`config.mk`:
```
export PLATFORM = sky130hd
export DESIGN_NAME = sar_result_avg_flat
export DESIGN_NICKNAME = d
export VERILOG_FILES = /design/src/rtl/sar_result_avg_if.sv /design/src/rtl/sar_result_avg.sv /design/src/flat_wrapper.sv
export SDC_FILE = /design/constraint.sdc
export NUM_CORES = 1
export LEC_CHECK = 0
export CAP_MARGIN = 20
export CORE_MARGIN = 2
export CORE_UTILIZATION = 49
export CTS_BUF_LIST = sky130_fd_sc_hd__clkbuf_16
export DETAILED_ROUTE_END_ITERATION = 12
export GPL_TIMING_DRIVEN = 0
export PLACE_DENSITY = 0.74
export REMOVE_ABC_BUFFERS = 1
export SETUP_SLACK_MARGIN = 0.5
export SYNTH_ARGS = -nofsm -noshare
export SYNTH_HDL_FRONTEND = slang
export SYNTH_SLANG_ARGS = --single-unit
```
`constraint.sdc`:
```
create_clock -name Clock -period 2.7 [get_ports Clock]
set_input_delay 0.54 -clock Clock [delete_from_list [all_inputs] [get_ports Clock]]
set_output_delay 0.54 -clock Clock [all_outputs]
set_load 0.05 [all_outputs]
```
`src/rtl/sar_result_avg_if.sv`:
```
// sar_result_avg_if: SAR result stream into the averager and averaged result handshake out.
interface sar_result_avg_if;
    logic [1:0] StateP;
    logic [7:0] SAROut;
    logic [1:0] AvgSel;
    logic       Clear;
    logic       Ready;
    logic [7:0] Result;
    logic       Valid;
    logic       Overrun;
    logic [3:0] WinCnt;
    modport master (output StateP, SAROut, AvgSel, Clear, Ready, input Result, Valid, Overrun, WinCnt);
    modport slave (input StateP, SAROut, AvgSel, Clear, Ready, output Result, Valid, Overrun, WinCnt);
endinterface

```
`src/rtl/sar_result_avg.sv`:
```
// sar_result_avg: windowed average of completed SAR conversions (1/2/4/8) with a one-deep output register.
module sar_result_avg (
    input logic Clock,
    input logic Reset,
    sar_result_avg_if.slave bus
);
    logic [1:0]  prev_state;
    logic [1:0]  win_sel;
    logic [1:0]  sel;
    logic [10:0] acc;
    logic [10:0] sum;
    logic [10:0] shifted;
    logic [3:0]  cnt_next;
    logic        done;
    logic        close;
    // Window size is taken from AvgSel only when a new window opens.
    always_comb begin
        done     = (prev_state == 2'b01 || prev_state == 2'b10) && bus.StateP == 2'b00;
        sel      = (bus.WinCnt == 4'd0) ? bus.AvgSel : win_sel;
        cnt_next = bus.WinCnt + 4'd1;
        close    = done && cnt_next == (4'd1 << sel);
        sum      = acc + {3'b000, bus.SAROut};
        shifted  = sum >> sel;
    end
    always_ff @(posedge Clock or posedge Reset) begin
        if (Reset) begin
            prev_state  <= 2'b00;
            win_sel     <= 2'b00;
            acc         <= '0;
            bus.WinCnt  <= '0;
            bus.Result  <= '0;
            bus.Valid   <= 1'b0;
            bus.Overrun <= 1'b0;
        end else begin
            prev_state <= bus.StateP;
            if (bus.Clear) begin
                acc         <= '0;
                bus.WinCnt  <= '0;
                bus.Valid   <= 1'b0;
                bus.Overrun <= 1'b0;
            end else begin
                if (done) begin
                    if (bus.WinCnt == 4'd0) win_sel <= bus.AvgSel;
                    acc        <= close ? 11'd0 : sum;
                    bus.WinCnt <= close ? 4'd0 : cnt_next;
                end
                if (close && (!bus.Valid || bus.Ready)) begin
                    bus.Result <= shifted[7:0];
                    bus.Valid  <= 1'b1;
                end else if (close) begin
                    bus.Overrun <= 1'b1;
                end else if (bus.Valid && bus.Ready) begin
                    bus.Valid <= 1'b0;
                end
            end
        end
    end
endmodule
```
`src/flat_wrapper.sv`:
```
// flat-port wrapper written by rule: the top's interface ports become plain ports
module sar_result_avg_flat 
  (Clock, Reset, bus_StateP, bus_SAROut, bus_AvgSel, bus_Clear, bus_Ready, bus_Result, bus_Valid, bus_Overrun, bus_WinCnt);
  sar_result_avg_if bus_i ();
  input logic Clock;
  input logic Reset;
  input wire logic [$bits(bus_i.StateP)-1:0] bus_StateP;
  input wire logic [$bits(bus_i.SAROut)-1:0] bus_SAROut;
  input wire logic [$bits(bus_i.AvgSel)-1:0] bus_AvgSel;
  input wire logic [$bits(bus_i.Clear)-1:0] bus_Clear;
  input wire logic [$bits(bus_i.Ready)-1:0] bus_Ready;
  output wire logic [$bits(bus_i.Result)-1:0] bus_Result;
  output wire logic [$bits(bus_i.Valid)-1:0] bus_Valid;
  output wire logic [$bits(bus_i.Overrun)-1:0] bus_Overrun;
  output wire logic [$bits(bus_i.WinCnt)-1:0] bus_WinCnt;
  assign bus_i.StateP = bus_StateP;
  assign bus_i.SAROut = bus_SAROut;
  assign bus_i.AvgSel = bus_AvgSel;
  assign bus_i.Clear = bus_Clear;
  assign bus_i.Ready = bus_Ready;
  assign bus_Result = bus_i.Result;
  assign bus_Valid = bus_i.Valid;
  assign bus_Overrun = bus_i.Overrun;
  assign bus_WinCnt = bus_i.WinCnt;
  sar_result_avg u_core (.Clock(Clock), .Reset(Reset), .bus(bus_i));
endmodule
```
==> impl_metrics.toml <==
[status]
outcome = "completed"

[sta]
hold_violations = 0
setup_slack_ns = 0.112
clock_skew_ns = 0.00419
fin_crit_ns = 2.59
finalSetupTns_ns = 0
setup_viol = 0
drv_slew = 0
period_share_pct = 95.9
fin_hold_ws_ns = 0.504
max-slew-margin-rel_pct = 45.1
rsz0062_at_grt = "true"
tightest_slew_ns = 0.821
fmax_mhz = 386

[routing]
ant_nets = 0
drc = 0
num_vias = 1920
drt-total-wl_um = 6070
drtIter0Drc = 111
routedWlPerCell_um = 19.5
via_per_inst = 6.15
dr.pass1.iters = 4

[floorplan]
fp.dieW_um = 68.3
rows = 23
io_pins = 30
dieHeight_um = 68.3
fp.dieArea_um2 = 4670
start_util_pct = 50.7
core_area_um2 = 4000

[yosys]
ys.warnings.count = 0
synth-seq-cells = 29
yosys_most_used_dff = "dfrtp_1"
netlist_area_um2 = 2030
synthArstFlopShare_pct = 100
syn_inst = 205
synth_cell_types = 46
avgSynthCellArea_um2 = 9.89
ys_seq_area_share_pct = 35.8
synth_edf_count = 0

[critical_path]
crit_start = "u_core.bus.WinCnt[1]$_DFFE_PP0P_"
slowest_stage = "a211oi_1"
crit_family = "compound AO/OA/AOI/OAI gates"
cpPeakStageDelay_ns = 0.42
critPathLaunchType = "flop"
crit_fanout = 8
cp_common_cell = "buf_4"
path_class = "reg2reg"
cp-end-kind = "flop"
worst_ep_arrival_time_ns = 2.75
required_ns = 2.86
path_buf_inv = 3
r2r_start = "u_core.bus.WinCnt[1]$_DFFE_PP0P_"
worstPathCellList = "inv_2 > ha_4 > nor3b_4 > mux2_4 > buf_4 > a211oi_1 > a21o_1 > buf_4 > nand2_4 > a32o_1"

[clock_network]
cts.path.max_buffers = 2
clock_latency_ns = 0.28
ctsHoldBuffers = 0
numCtsBuffers = 5
root_buffer = "clkbuf_16"
cts.clk_slew.worst_paths_ns = 0.05
cts_tree = "yes"
htree_levels = 2
cts_sinks = 29

[global_route]
grt-ovfl-total = 0
grt_first_pass_wirelength_um = 8760
grt_usage_pct = 25.8
grt_pass1_vias = 1876
antenna_found_initial = 0
grt_max_degree = 21

[power_and_ir_drop]
vdd_drop_max_v = 0.000393
leakagePower_nw = 1.28
power.density_nw_per_um2 = 559

[cells_and_area]
final_core_util_pct = 74.4
n_antenna_cell = 0
fillCellCount = 270
drive_gt1_share_pct = 30.5
area_growth_pct = 46.9
finalNetCount = 288

[place]
portBuffers = 29
pre_cts_ws_ns = -0.549
gp_congestion = 0.864
dp_hpwl_um = 3500

[min_path]
hp-class = "reg2reg"
min_from = "u_core.acc[7]$_DFFE_PP0P_"

[job]
maxCapViolCount = 0
what timing repair did:
item | 4_1_cts | 5_1_grt
setup endpoints to repair | 27 | 28
gates resized for setup | 45 | 15
pin swaps | 18 | 9
setup buffers | 18 | 7
cell usage in the layout, fill, tap and decap left out, drive strengths merged, types with 2 or more instances in the layout:
cell type,n
a32o,7
clkinv,3
o22ai,3
mux2i,13
or3,3
nor4,2
a221oi,3
o211ai,8
a21oi,19
clkbuf,5
o21ai,6
a211o,2
dfrtp,29
buf,26
nor3,2
nor2b,2
and2,2
xnor2,7
inv,8
a21o,5
nand3,3
ha,10
nor2,12
clkdlybuf4s50,24
dlygate4sd2,3
nor3b,4
mux2,9
nand2,15
xor2,4
a211oi,4
and3,3
worst paths after layout:
path	endpoint	slack [ns]	cells past startpoint
setup / recovery	u_core.acc[4]$_DFFE_PP0P_	0.11	10
min in group asynchronous	u_core.bus.Result[7]$_DFFE_PP0P_	0.58	2
max in group asynchronous	u_core.acc[5]$_DFFE_PP0P_	1.65	3
hold reg to reg	u_core.acc[7]$_DFFE_PP0P_	0.50	1
hold / removal	u_core.acc[7]$_DFFE_PP0P_	0.50	1
setup reg to reg	u_core.acc[4]$_DFFE_PP0P_	0.11	10
cell families (layout without fill, tap and decap cells):
family	after synthesis	in the layout	synth area share, %
compound gates	69	69	25.2
xor+xnor	11	11	4.75
fa+ha+maj	11	11	7.16
buf+inv	14	71	2.96
flops	29	29	35.8
mux	22	22	11.6
simple gates	49	49	12.5
cells in the mapped netlist (all sizes together), types with 4 or more instances:
library cell,instances,area (um2)
mux2,9,105
nor2,12,45.0
a21oi,19,95.1
xor2,4,35.0
a211oi,4,30.0
mux2i,13,130
a32o,7,70.1
a21o,5,37.5
clkbuf,4,15.0
inv,8,30.0
dfrtp,29,726
o211ai,8,60.1
nand2,15,56.3
o21ai,6,30.0
ha,10,125
xnor2,7,61.3
nor3b,4,41.3
metal layers:
layer	share of wire, %	vias up	GRT usage [%]	wire, um
met1	40	946	31.4	2450
met3	5.6	16	6.25	340
met4	2.1	0	9.50	125
met2	52	64	44.1	3160
met5	0	-	0	0
li1	-	894	-	-
cell type report:
type | count | area [um2] | area share, %
clock inverters | 3 | 12.5 | 0.420
multi-input cells | 162 | 1500 | 50.4
inverters | 8 | 30.0 | 1.01
flip-flops and latches | 29 | 726 | 24.4
well taps | 50 | 62.6 | 2.10
repair buffers | 55 | 520 | 17.5
clock buffers | 5 | 125 | 4.20
through the flow:
| stage | cell area [um2] | instances | power, mW |
|---|---|---|---|
| 2_1_floorplan | 2000 | 199 | 0.861 |
| 3_3_place_gp | 2350 | 278 | 1.01 |
| 3_5_place_dp | 2380 | 279 | 1.02 |
| 4_1_cts | 2850 | 305 | 1.62 |
| 5_1_grt | 2980 | 312 | 1.73 |
| 6_report | 2980 | 312 | 1.66 |
flip-flops by register name (all words and copies together), names as in the netlist:
| register | cells |
|---|---|
| u_core.win_sel | 2 |
| u_core.bus.Overrun | 1 |
| u_core.bus.WinCnt | 4 |
| u_core.bus.Valid | 1 |
| u_core.acc | 11 |
| u_core.bus.Result | 8 |
| u_core.prev_state | 2 |
worst reg2reg max path: cells and delay by family (launching register included):
family / cells / cell delay [ns]
compound gates: 3 / 0.90
buf+inv: 3 / 0.37
fa+ha+maj: 1 / 0.12
simple gates: 2 / 0.33
flops: 1 / 0.40
mux: 1 / 0.36
power breakdown:
part	leakage [nW]	switching [mW]	total, mW	internal (mW)
clock	0.0687	0.194	0.526	0.332
sequential	0.385	0.0404	0.526	0.486
combinational	0.825	0.350	0.611	0.261
No activity file was read; power rests on OpenSTA's default activity.
